$ cat config.mk
export PLATFORM = sky130hd
export DESIGN_NAME = gba_fb_write_arbiter
export DESIGN_NICKNAME = d
export VERILOG_FILES = /design/src/rtl/gba_fb_pkg.sv /design/src/rtl/gba_fb_addr.sv /design/src/rtl/gba_fb_write_arbiter.sv
export SDC_FILE = /design/constraint.sdc
export NUM_CORES = 1
export LEC_CHECK = 0
export ABC_AREA = 1
export BUFFER_PORTS_ARGS = -buffer_cell sky130_fd_sc_hd__buf_4
export CAP_MARGIN = 20
export CORE_MARGIN = 4
export CORE_UTILIZATION = 50
export CTS_BUF_LIST = sky130_fd_sc_hd__clkbuf_8
export DETAILED_ROUTE_END_ITERATION = 8
export GPL_TIMING_DRIVEN = 0
export PLACE_DENSITY = 0.79
export SLEW_MARGIN = 15
export SYNTH_ARGS = -nofsm -noshare
export SYNTH_HDL_FRONTEND = slang
export SYNTH_SLANG_ARGS = --single-unit
$ cat constraint.sdc
create_clock -name clk -period 1.65 [get_ports clk]
set_input_delay 0.165 -clock clk [delete_from_list [all_inputs] [get_ports clk]]
set_output_delay 0.165 -clock clk [all_outputs]
set_load 0.01 [all_outputs]
$ cat src/rtl/gba_fb_pkg.sv
// Shared frame-buffer geometry, pixel type and fill-engine state encoding
// for the GBA frame-buffer write path.
package gba_fb_pkg;

  localparam logic [7:0]  FB_W     = 8'd240;
  localparam logic [7:0]  FB_H     = 8'd160;
  localparam logic [15:0] FB_DEPTH = 16'd38400;
  localparam int          FB_AW    = 16;

  typedef logic [17:0] rgb6_t;

  typedef enum logic [1:0] {
    FILL_IDLE,
    FILL_RUN,
    FILL_DONE
  } fill_state_e;

endpackage

$ cat src/rtl/gba_fb_addr.sv
// Combinational coordinate range check and linear address y*240 + x
// for the 240x160 frame buffer.
module gba_fb_addr
  import gba_fb_pkg::*;
(
  input  logic [7:0]       x_i,
  input  logic [7:0]       y_i,
  output logic             in_range_o,
  output logic [FB_AW-1:0] addr_o
);

  assign in_range_o = (x_i < FB_W) && (y_i < FB_H);

  // y*240 as (y*256 - y*16); exact for every legal row, no multiplier needed
  assign addr_o = {y_i, 8'h00} - {4'h0, y_i, 4'h0} + {8'h00, x_i};

endmodule

$ cat src/rtl/gba_fb_write_arbiter.sv
// Fixed-priority owner of frame-buffer write port A: GBA pixels, then host,
// then background fill. Define FBW_CLEAR_ON_RESET_EN to start a fill out of reset.
module gba_fb_write_arbiter
  import gba_fb_pkg::*;
#(
  parameter rgb6_t FILL_RESET_COLOR = 18'h20820,
  parameter int    DROP_CNT_W       = 8
) (
  input  logic                  clk,
  input  logic                  resetn,
  input  logic [7:0]            pix_x,
  input  logic [7:0]            pix_y,
  input  rgb6_t                 pix_data,
  input  logic                  pix_we,
  input  logic [7:0]            host_x,
  input  logic [7:0]            host_y,
  input  rgb6_t                 host_data,
  input  logic                  host_valid,
  output logic                  host_ready,
  input  logic                  fill_start,
  input  rgb6_t                 fill_color,
  output logic                  fill_busy,
  output logic                  fill_done,
  output logic                  mem_we,
  output logic [FB_AW-1:0]      mem_addr,
  output rgb6_t                 mem_wdata,
  output logic [DROP_CNT_W-1:0] drop_cnt
);

`ifdef FBW_CLEAR_ON_RESET_EN
  localparam fill_state_e RESET_STATE = FILL_RUN;
`else
  localparam fill_state_e RESET_STATE = FILL_IDLE;
`endif

  fill_state_e           state_q, state_d;
  logic [FB_AW-1:0]      fill_ptr_q, fill_ptr_d;
  rgb6_t                 fill_col_q, fill_col_d;
  logic                  mem_we_q, mem_we_d;
  logic [FB_AW-1:0]      mem_addr_q, mem_addr_d;
  rgb6_t                 mem_wdata_q, mem_wdata_d;
  logic [DROP_CNT_W-1:0] drop_cnt_q, drop_cnt_d;

  logic             pix_ok, host_ok, fill_gnt, drop_inc;
  logic [FB_AW-1:0] pix_addr, host_addr;

  gba_fb_addr u_pix_addr (
    .x_i        (pix_x),
    .y_i        (pix_y),
    .in_range_o (pix_ok),
    .addr_o     (pix_addr)
  );

  gba_fb_addr u_host_addr (
    .x_i        (host_x),
    .y_i        (host_y),
    .in_range_o (host_ok),
    .addr_o     (host_addr)
  );

  assign host_ready = ~pix_we;
  assign fill_gnt   = (state_q == FILL_RUN) && !pix_we && !host_valid;

  // An out-of-range request still owns its cycle; it just never reaches the BRAM
  always_comb begin
    mem_we_d    = 1'b0;
    mem_addr_d  = mem_addr_q;
    mem_wdata_d = mem_wdata_q;
    drop_inc    = 1'b0;
    if (pix_we) begin
      if (pix_ok) begin
        mem_we_d    = 1'b1;
        mem_addr_d  = pix_addr;
        mem_wdata_d = pix_data;
      end else begin
        drop_inc = 1'b1;
      end
    end else if (host_valid) begin
      if (host_ok) begin
        mem_we_d    = 1'b1;
        mem_addr_d  = host_addr;
        mem_wdata_d = host_data;
      end else begin
        drop_inc = 1'b1;
      end
    end else if (fill_gnt) begin
      mem_we_d    = 1'b1;
      mem_addr_d  = fill_ptr_q;
      mem_wdata_d = fill_col_q;
    end
  end

  assign drop_cnt_d = (drop_inc && (drop_cnt_q != '1)) ? drop_cnt_q + 1'b1 : drop_cnt_q;

  always_comb begin
    state_d    = state_q;
    fill_ptr_d = fill_ptr_q;
    fill_col_d = fill_col_q;
    unique case (state_q)
      FILL_IDLE: begin
        if (fill_start) begin
          state_d    = FILL_RUN;
          fill_ptr_d = '0;
          fill_col_d = fill_color;
        end
      end
      FILL_RUN: begin
        if (fill_gnt) begin
          if (fill_ptr_q == FB_DEPTH - 16'd1) begin
            state_d = FILL_DONE;
          end else begin
            fill_ptr_d = fill_ptr_q + 16'd1;
          end
        end
      end
      FILL_DONE: state_d = FILL_IDLE;
      default:   state_d = FILL_IDLE;
    endcase
  end

  always_ff @(posedge clk or negedge resetn) begin
    if (!resetn) begin
      state_q     <= RESET_STATE;
      fill_ptr_q  <= '0;
      fill_col_q  <= FILL_RESET_COLOR;
      mem_we_q    <= 1'b0;
      mem_addr_q  <= '0;
      mem_wdata_q <= '0;
      drop_cnt_q  <= '0;
    end else begin
      state_q     <= state_d;
      fill_ptr_q  <= fill_ptr_d;
      fill_col_q  <= fill_col_d;
      mem_we_q    <= mem_we_d;
      mem_addr_q  <= mem_addr_d;
      mem_wdata_q <= mem_wdata_d;
      drop_cnt_q  <= drop_cnt_d;
    end
  end

  assign fill_busy = (state_q == FILL_RUN);
  assign fill_done = (state_q == FILL_DONE);
  assign mem_we    = mem_we_q;
  assign mem_addr  = mem_addr_q;
  assign mem_wdata = mem_wdata_q;
  assign drop_cnt  = drop_cnt_q;

endmodule

==> results.json <==
{
  "pwr-share-seq_pct": 37.8,
  "ant_nets": 0,
  "drt-total-wl_mm": 16.4,
  "fin_skew_ns": 0.0106,
  "diodes": 0,
  "drtIter0Drc": 481,
  "p_sw_mw": 2.94,
  "min_period_over_period_pct": 102,
  "wl_per_cell_um": 15.3,
  "port_buffers": 135,
  "cts_tree": "built",
  "p_leak_nw": 3.63,
  "grt.total_usage_pct": 25.7,
  "powerDensity_nw_per_um2": 1100,
  "ys.flop_type": "dfrtp_1",
  "die_area_um2": 12400,
  "slew_viol_final": 0,
  "synth_simple_gate_area_share_pct": 35.0,
  "crit_arrival_ns": 1.93,
  "min_path_type": "in -> reg",
  "cts_buffers": 9,
  "grt_antenna_before_repair": 0,
  "die_h_um": 111,
  "synthArstFlopShare_pct": 100,
  "path_clk_slew_ns": 0.09,
  "multi_input_area_um2": 2860,
  "nFillCells": 911,
  "ios": 137,
  "post-route-min-period_ns": 1.69,
  "max_slew_margin_pct": 33.2,
  "irDropWorstVdd_uv": 883,
  "dr_total_vias": 5671,
  "dp_hpwl_mm": 12.3,
  "syn_area_um2": 5330,
  "overflow": 0,
  "synth_edf_count": 0,
  "synth_mux_area_share_pct": 0,
  "synth_compound_area_share_pct": 11.5,
  "worstMarginPinSlew_ns": 1.00,
  "synth_adder_area_share_pct": 4.23,
  "ys_ff_latch": 79,
  "fp.dieW_um": 111,
  "synth-xor-area-share_pct": 2.14,
  "initial_core_util_pct": 51.4,
  "avgSynthCellArea_um2": 6.97,
  "crit_type": "reg -> reg",
  "syn_nets": 873,
  "path_max_fanout": 8,
  "worst_slack_ns": -0.0359,
  "root_buffer": "clkbuf_8",
  "ys_seq_area_share_pct": 37.2,
  "synth_top_family_by_area": "simple AND/OR/NAND/NOR gates",
  "place_congestion": 0.958,
  "core_area_um2": 10400,
  "drive_gt1_share_pct": 24.3,
  "violations": "negative setup slack",
  "synth_cells": 764,
  "synth.distinct_cells": 39,
  "regArea_um2": 1990,
  "clkSinkCount": 79,
  "viasPerCell": 5.30,
  "outcome": "complete, but fails checks",
  "yosys_warnings": 0,
  "swShare_pct": 37.9,
  "fin_nets": 1039,
  "htreeDepth": 3,
  "combPwrFrac_pct": 41.1,
  "crit_required_ns": 1.89,
  "grt_pass1_vias": 5271,
  "clockBufferDepth": 2,
  "place_ws_ns": -0.223,
  "maxCapViolCount": 0,
  "grt_pass1_wl_mm": 25.8,
  "hold_viol": 0,
  "end_kind": "flip-flop",
  "p_int_mw": 4.82,
  "finalSetupViolations": 10,
  "worstSkewPairLatency_ns": 0.37,
  "firstDrtPassIters": 5,
  "route.detailed.drc": 0,
  "cp-start-kind": "flip-flop",
  "rows": 37,
  "power.share.clock_pct": 21.1,
  "utilization_pct": 67.7,
  "syn2layout_area_growth_pct": 31.8,
  "regToRegSetupSlack_ns": -0.04,
  "grt_max_degree": 80,
  "fmax_ghz": 0.593
}
layer usage:
metal	track usage [%]	wire length [µm]	share of wire, %	vias to the layer above
met5	0	0	0	-
met4	8.19	361	2.2	0
met3	4.53	1160	7.0	27
met2	42.4	8080	49	218
met1	34.5	6820	42	2627
li1	-	-	-	2799
metrics by stage:
stage	setup TNS [ns]	hold WS, ns	instance area, µm²	total power, mW	instances
final	-0.112	0.00772	7020	7.76	1071
after global routing	-0.895	0.0103	7020	8.27	1071
after CTS	0	0.00143	6830	7.49	1061
after detailed placement	-3.87	0.366	6510	5.80	1035
after global placement	-3.43	0.361	6510	5.75	1035
after floorplan	0	-0.131	5330	4.60	764
flip-flops by register name, summed over array words and instances (netlist names):
name	count
fill_col_q	18
mem_wdata	18
fill_ptr_q	16
mem_addr	16
drop_cnt	8
state_q	2
mem_we	1
worst paths after layout:
| kind | start | end | depth (start not counted) |
|---|---|---|---|
| setup / recovery | fill_ptr_q[11]$_DFFE_PN0P_ | fill_ptr_q[9]$_DFFE_PN0P_ | 8 |
| hold / removal | fill_color[1] | fill_col_q[1]$_DFFE_PN0P_ | 3 |
| setup reg to reg | fill_ptr_q[11]$_DFFE_PN0P_ | fill_ptr_q[9]$_DFFE_PN0P_ | 8 |
| hold reg to reg | fill_col_q[11]$_DFFE_PN1P_ | fill_col_q[11]$_DFFE_PN1P_ | 2 |
| max in group asynchronous | resetn | fill_ptr_q[11]$_DFFE_PN0P_ | 2 |
| min in group asynchronous | resetn | mem_wdata[10]$_DFFE_PN0P_ | 2 |
repair_timing:
action | 4_1_cts | 5_1_grt
gates resized for setup | 5 | 26
buffers inserted | 3 | 8
hold buffers | 7 | 0
pin swaps | 1 | 6
endpoints found under the setup margin | 25 | 26
hold endpoints to repair | 23 | 0
cloned | 0 | 2
power groups by stage:
stage	registers (mW)	clock network, mW	logic, mW
5_1_grt	3.01	1.74	3.52
3_5_place_dp	2.96	0	2.84
6_report	2.93	1.64	3.19
3_3_place_gp	2.95	0	2.80
4_1_cts	2.94	1.66	2.90
2_1_floorplan	3.01	0	1.58
Yosys cell counts (all sizes together) (7+ instances only):
library cell,number,area share (%)
nand3,57,5.4
inv,98,6.9
a22oi,7,0.99
buf,14,2.3
nor3,14,1.8
nand4,18,2.2
nor2,91,7.0
a221oi,10,1.6
xor2,10,1.6
o21ai,54,5.8
a21oi,15,1.4
or2,7,0.82
dfrtp,76,36
a31oi,9,1.1
nand2,244,17
ha,18,4.2
clkbuf,10,0.70
layout by cell type (no fill, tap or decap), types with 4 or more instances in the layout:
master and count:
nor2_1 85, nor3_2 4, buf_2 4, a22oi_1 7
a21oi_1 15, nor3_1 8, clkbuf_1 7, clkbuf_8 9
dfrtp_2 5, inv_1 90, o21ai_1 13, ha_1 17
o21ai_0 32, nand3_1 57, a31oi_1 9, inv_2 8
a221oi_1 10, nand4_1 17, dlygate4sd3_1 7, buf_6 7
buf_4 147, o21ai_2 8, xor2_1 10, or2_0 4
dfrtp_1 71, nand2_1 241
logic make-up after synthesis:
group,Yosys count
AOI/OAI and AO/OA,98
xor gates and xnor gates,13
adders and majority gates,18
buffers and inverters,122
DFF,79
and+or+nand+nor,434
worst max-delay path, cell delays in order, from the launching register on:
cell and delay [ns]:
dfrtp_2 0.45, inv_1 0.10, nand4_1 0.17, nor3_2 0.22, nand4_4 0.15, o21ai_4 0.10
buf_12 0.16, clkbuf_16 0.14, o21ai_0 0.07
cell type report:
type	count	share of cell area [%]
Clock inverter	7	1.37
Sequential cell	79	28.3
Timing Repair Buffer	155	17.6
Clock buffer	9	1.76
Buffer	24	2.51
Inverter	98	5.28
Multi-Input combinational cell	563	40.8
Tap cell	136	2.42
Note: power is estimated with default switching activity, not from simulation.
